`src/rtl/ahb_sram_slave_param.sv`:
```
// AHB-Lite SRAM slave with pipelined address/data phases, byte lanes, wait states and ERROR response.
// Define AHB_SLV_PROT_EN to make word indices 0..PROT_WORDS-1 write-protected.
module ahb_sram_slave_param #(
    parameter int unsigned ADDR_W      = 32,
    parameter int unsigned DATA_W      = 32,
    parameter int unsigned DEPTH       = 32,
    parameter int unsigned WAIT_STATES = 0,
    parameter int unsigned PROT_WORDS  = 4
) (
    input  logic              i_hclk,
    input  logic              i_hreset,
    input  logic              i_hsel,
    input  logic [ADDR_W-1:0] i_haddr,
    input  logic [1:0]        i_htrans,
    input  logic              i_hwrite,
    input  logic [2:0]        i_hsize,
    input  logic [DATA_W-1:0] i_hwdata,
    input  logic              i_hready,
    output logic              o_hreadyout,
    output logic              o_hresp,
    output logic [DATA_W-1:0] o_hrdata,
    output logic              o_error
);

    localparam int unsigned NB = DATA_W / 8;
    localparam int unsigned LB = $clog2(NB);
    localparam int unsigned IW = $clog2(DEPTH);

`ifdef AHB_SLV_PROT_EN
    localparam bit ProtEn = 1'b1;
`else
    localparam bit ProtEn = 1'b0;
`endif

    typedef enum logic [2:0] {
        StIdle,
        StWait,
        StData,
        StErr1,
        StErr2
    } state_t;

    state_t            r_state;
    state_t            w_state_next;
    logic [3:0]        r_wait_cnt;
    logic [3:0]        w_wait_cnt_next;
    logic [IW-1:0]     r_idx;
    logic [LB-1:0]     r_off;
    logic [2:0]        r_size;
    logic              r_write;
    logic [DATA_W-1:0] r_mem [DEPTH];

    logic              w_accept;
    logic [IW-1:0]     w_idx_in;
    logic [LB-1:0]     w_off_in;
    logic              w_size_bad;
    logic              w_misalign;
    logic              w_prot_hit;
    logic              w_illegal;
    logic              w_commit;
    logic [NB-1:0]     w_be;
    logic              w_unused;

    assign w_accept = i_hsel && i_hready && i_htrans[1];
    assign w_idx_in = i_haddr[IW+LB-1:LB];
    assign w_off_in = i_haddr[LB-1:0];
    assign w_unused = ^{i_haddr[ADDR_W-1:IW+LB], i_htrans[0]};

    // Legality is decided at address acceptance so the data phase only needs the verdict.
    always_comb begin
        w_size_bad = (i_hsize > 3'(LB));
        w_misalign = 1'b0;
        for (int b = 0; b < int'(LB); b++) begin
            if (i_haddr[b] && (b < int'(i_hsize))) begin
                w_misalign = 1'b1;
            end
        end
        w_prot_hit = ProtEn && i_hwrite && (32'(w_idx_in) < PROT_WORDS);
        w_illegal  = w_size_bad || w_misalign || w_prot_hit;
    end

    always_ff @(posedge i_hclk) begin
        if (i_hreset) begin
            r_idx   <= '0;
            r_off   <= '0;
            r_size  <= '0;
            r_write <= 1'b0;
        end else if (w_accept) begin
            r_idx   <= w_idx_in;
            r_off   <= w_off_in;
            r_size  <= i_hsize;
            r_write <= i_hwrite;
        end
    end

    always_ff @(posedge i_hclk) begin
        if (i_hreset) begin
            r_state    <= StIdle;
            r_wait_cnt <= '0;
        end else begin
            r_state    <= w_state_next;
            r_wait_cnt <= w_wait_cnt_next;
        end
    end

    always_comb begin
        w_state_next    = r_state;
        w_wait_cnt_next = r_wait_cnt;
        o_hreadyout     = 1'b1;
        o_hresp         = 1'b0;
        o_error         = 1'b0;
        case (r_state)
            StWait: begin
                o_hreadyout     = 1'b0;
                w_wait_cnt_next = r_wait_cnt - 4'd1;
                if (r_wait_cnt == 4'd1) begin
                    w_state_next = StData;
                end
            end
            StErr1: begin
                o_hreadyout  = 1'b0;
                o_hresp      = 1'b1;
                o_error      = 1'b1;
                w_state_next = StErr2;
            end
            StErr2: begin
                o_hresp = 1'b1;
            end
            default: begin
            end
        endcase
        // Every state that shows hreadyout=1 ends a phase and may take the next address.
        if (r_state == StIdle || r_state == StData || r_state == StErr2) begin
            w_state_next = StIdle;
            if (w_accept) begin
                if (w_illegal) begin
                    w_state_next = StErr1;
                end else if (WAIT_STATES == 0) begin
                    w_state_next = StData;
                end else begin
                    w_state_next    = StWait;
                    w_wait_cnt_next = 4'(WAIT_STATES);
                end
            end
        end
    end

    always_comb begin
        for (int b = 0; b < int'(NB); b++) begin
            w_be[b] = (b >= int'(r_off)) && (b < int'(r_off) + (1 << r_size));
        end
    end

    assign w_commit = (r_state == StData) && r_write;
    assign o_hrdata = ((r_state == StData) && !r_write) ? r_mem[r_idx] : '0;

    // Memory is deliberately not reset; a reset only blocks a commit in flight.
    always_ff @(posedge i_hclk) begin
        if (!i_hreset && w_commit) begin
            for (int b = 0; b < int'(NB); b++) begin
                if (w_be[b]) begin
                    r_mem[r_idx][8*b +: 8] <= i_hwdata[8*b +: 8];
                end
            end
        end
    end

endmodule

```
`config.mk`:
```
export PLATFORM = sky130hd
export DESIGN_NAME = ahb_sram_slave_param
export DESIGN_NICKNAME = d
export VERILOG_FILES = /design/src/rtl/ahb_sram_slave_param.sv
export SDC_FILE = /design/constraint.sdc
export NUM_CORES = 1
export LEC_CHECK = 0
export CAP_MARGIN = 0
export CORE_MARGIN = 10
export CORE_UTILIZATION = 40
export DETAILED_ROUTE_END_ITERATION = 7
export GPL_ROUTABILITY_DRIVEN = 0
export MAX_ROUTING_LAYER = met4
export SLEW_MARGIN = 20
export SYNTH_ARGS = -nofsm -noshare
export SYNTH_HDL_FRONTEND = slang
export SYNTH_SLANG_ARGS = --single-unit
```
`constraint.sdc`:
```
create_clock -name i_hclk -period 3.16 [get_ports i_hclk]
set_input_delay 0.316 -clock i_hclk [delete_from_list [all_inputs] [get_ports i_hclk]]
set_output_delay 0.316 -clock i_hclk [all_outputs]
set_load 0.01 [all_outputs]
```
==> run_results.csv, run 1 <==
group,metric,value,unit
clock_network,cts-buffers-inserted,105,
layout,ff_latch_area,31200,um2
synthesis,synth_area,40700,um2
clock_network,insertion_delay,0.69,ns
layout,multi_input_area,9660,um2
critical_path,worstPathCellList,"buf_12 -> buf_16 -> buf_6 -> buf_6 -> mux4_2 -> mux2i_2 -> a221o_1 -> a31oi_2 -> buf_2",
critical_path,criticalPathCategory,"register to primary output",
critical_path,path_common_cell,"buf_6",
run,drv_cap,0,
synthesis,synthTopCellsByArea,"edfxtp_1 76%, mux4_2 12%, mux2i_1 3.1%, nor2_1 1.3%, dfxtp_1 1.1%",
critical_path,critPathLaunchType,"register",
pwr,powerDensity,592,nW/um2
run_status,status,"finished with violations",
sta,worstMarginPinSlew,1.03,ns
clock_network,cts_tree,"built",
sta,skew,0.0433,ns
global_route,grt_use_total,0.183,
layout,fin_nets,2312,
synthesis,synthArstFlopShare,0,
critical_path,critPathMaxFanout,6,
floorplan,die_w,339,um
clock_network,cts_buffer_depth,3,
sta,hold_ws,0.169,ns
synthesis,syn_avg_cell_area,20.7,um2
critical_path,required,2.84,ns
synthesis,synth_nets,2046,
detailed_routing,routed_wl,104,mm
sta,timing.final.hold_violations,0,
critical_path,critical-path-top-delay-family,"buffers and inverters",
detailed_routing,detail_route.iter0.violations,2323,
placement,dpl-instance-area,44000,um2
layout,stdcell_count,3675,
synthesis,synth.ff_latch_count,1047,
detailed_routing,vias,20900,
detailed_routing,wl_per_cell,28.4,um
global_route,grt.overflow.total,0,
layout,area_growth,20.8,%
detailed_routing,via_per_inst,5.67,
synthesis,yosysTopAreaCellShare,0.756,
detailed_routing,first_pass_iters,6,
critical_path,critPathSlowestCell,"mux4_2",
global_route,antenna_found_initial,0,
floorplan,die_h,339,um
floorplan,core_area,100000,um2
clock_network,path_clk_slew,0.06,ns
floorplan,ios,109,
sta,rsz0062_at_grt,"true",
clock_network,htree_levels,3,
global_route,grt_pass1_vias,21300,
layout,drive_gt1_frac,0.329,
critical_path,cp_num_buf_inv,5,
placement,pre_cts_slack,-0.0635,ns
layout,finalInstanceArea,49100,um2
layout,antennaDiodeCount,0,
sta,setup_tns,-0.0524,ns
clock_network,cts_sinks,1047,
sta,fmax,313,MHz
layout,n_fill_cell,8161,
global_route,grt_first_pass_wirelength,151,mm
detailed_routing,ant_nets,0,
detailed_routing,drc_errors,0,
run_status,violations,"negative setup slack",
critical_path,slowest_delay,0.52,ns
floorplan,die_area,115000,um2
pwr,p_leak,15.0,nW
synthesis,synth-edff-count,1024,
synthesis,ys.flop_type,"edfxtp_1",
synthesis,synth_cells,1967,
hold_path,holdCritPathClass,"primary input to register",
floorplan,floorplan.initialDensity,0.405,
global_route,grt_max_degree,50,
synthesis,yosysSeqAreaShare,0.767,
sta,drv_slew,0,
layout,post-route-util,0.489,
sta,finalSetupViolCount,2,
placement,hpwl,63.3,mm
layout,layout_commonest_cell,"edfxtp_1",
placement,portBuffers,82,
placement,place_inst,3427,
pwr,p_total,29.1,mW
sta,timing.final.ws_setup,-0.0303,ns
synthesis,ys_warn_count,0,
sta,period_share,1.01,
synthesis,synth_area_leader_cell,"edfxtp_1",
sta,slew_headroom,0.308,
layout,final_cell_mix,"1024 x edfxtp_1, 224 x mux4_2, 132 x buf_4",
critical_path,worst-endpoint-arrival,2.87,ns
sta,period_minus_slack,3.19,ns
clock_network,cts_root_buf,"clkbuf_16",
floorplan,num_rows,116,
synthesis,synthDistinctLibCells,47,
critical_path,end_kind,"primary output",
pwr,peakVddDrop,492,uV
[registers in the layout, summed over array words and instances (netlist names), named ones only]
register,count
r_mem,1024
r_idx,5
r_wait_cnt,4
r_size,3
r_state,3
r_off,2
r_write,1
[final timing paths]
path                            slack, ns  depth (start not counted)                   start                 endpoint
worst min-delay path                 0.17                          1            i_hwdata[17]   r_mem[6][17]$_DFFE_PP_
worst min register to register       0.50                          2  r_size[2]$_SDFFE_PP0P_   r_size[2]$_SDFFE_PP0P_
worst max-delay path                -0.03                          9                register              o_hrdata[7]
worst max register to register       0.06                         10  r_size[0]$_SDFFE_PP0P_  r_mem[26][15]$_DFFE_PP_
[synth_stat cells (2+ instances only)]
master and number:
a211oi_1 2, a221o_1 32, mux2i_1 128, a21oi_1 15
buf_2 41, and3_1 2, edfxtp_1 1024, inv_1 6
nor2b_1 7, nand2_1 78, dfxtp_1 23, nand2b_1 2
nor2_1 142, buf_1 3, a31oi_1 32, nor3_1 3
o22ai_1 2, xor2_1 2, ha_1 4, buf_6 9
o2111ai_1 8, mux4_2 224, clkbuf_1 51, a221oi_1 24
buf_4 18, and2_1 2, a22oi_1 32, inv_2 2
and3b_1 2, o21ai_0 26, nor3b_1 4, o311ai_1 2
[timing repair]
item | 4_1_cts | 5_1_grt
endpoints found under the setup margin | 258 | 228
pin swaps | 46 | 13
hold buffers | 0 | 0
resized for setup | 304 | 53
hold endpoints to repair | 0 | 0
setup buffers | 39 | 5
gates cloned | 16 | 1
[where the power goes]
| group | total [mW] | internal [mW] | switching (mW) |
|---|---|---|---|
| Sequential | 15.3 | 15.2 | 0.0325 |
| Clock | 12.5 | 7.17 | 5.29 |
| Combinational | 1.35 | 0.557 | 0.789 |
| Total | 29.1 | 23.0 | 6.11 |
[logic make-up (layout without fill, tap and decap cells)]
kind of cell               after synthesis  in the layout  synth area share
muxes                                  352            352             0.156
AOI/OAI and AO/OA                      178            178            0.0323
DFF                                   1047           1047             0.767
and+or+nand+nor                        251            254            0.0257
xor gates and xnor gates                 3              3          0.000646
adders and majority gates                5              5           0.00172
buffers and inverters                  131            479            0.0169
[area by class of cell]
class / instances / area share
clock buffer: 118 / 0.0545
clock inverter: 74 / 0.0158
inverter: 8 / 0.000688
multi-input combinational: 792 / 0.197
sequential: 1047 / 0.636
tap: 1357 / 0.0346
timing repair buffer: 279 / 0.0623
[per-layer routing]
| metal | routed length (um) | global-route usage | vias to the layer above |
|---|---|---|---|
| met1 | 42500 | 0.240 | 11100 |
| met2 | 51000 | 0.292 | 921 |
| met3 | 8000 | 0.0349 | 172 |
| met5 | 0 | - | - |
| li1 | - | - | 8708 |
| met4 | 2880 | 0.0490 | 0 |
Power figures use the tool's default switching activity.
==> run 2: changes to the inputs <==
Settings changed: CAP_MARGIN 0 to 20.
==> results of run 2 <==
Final layout, timing and power as in run 1 (identical DEF).
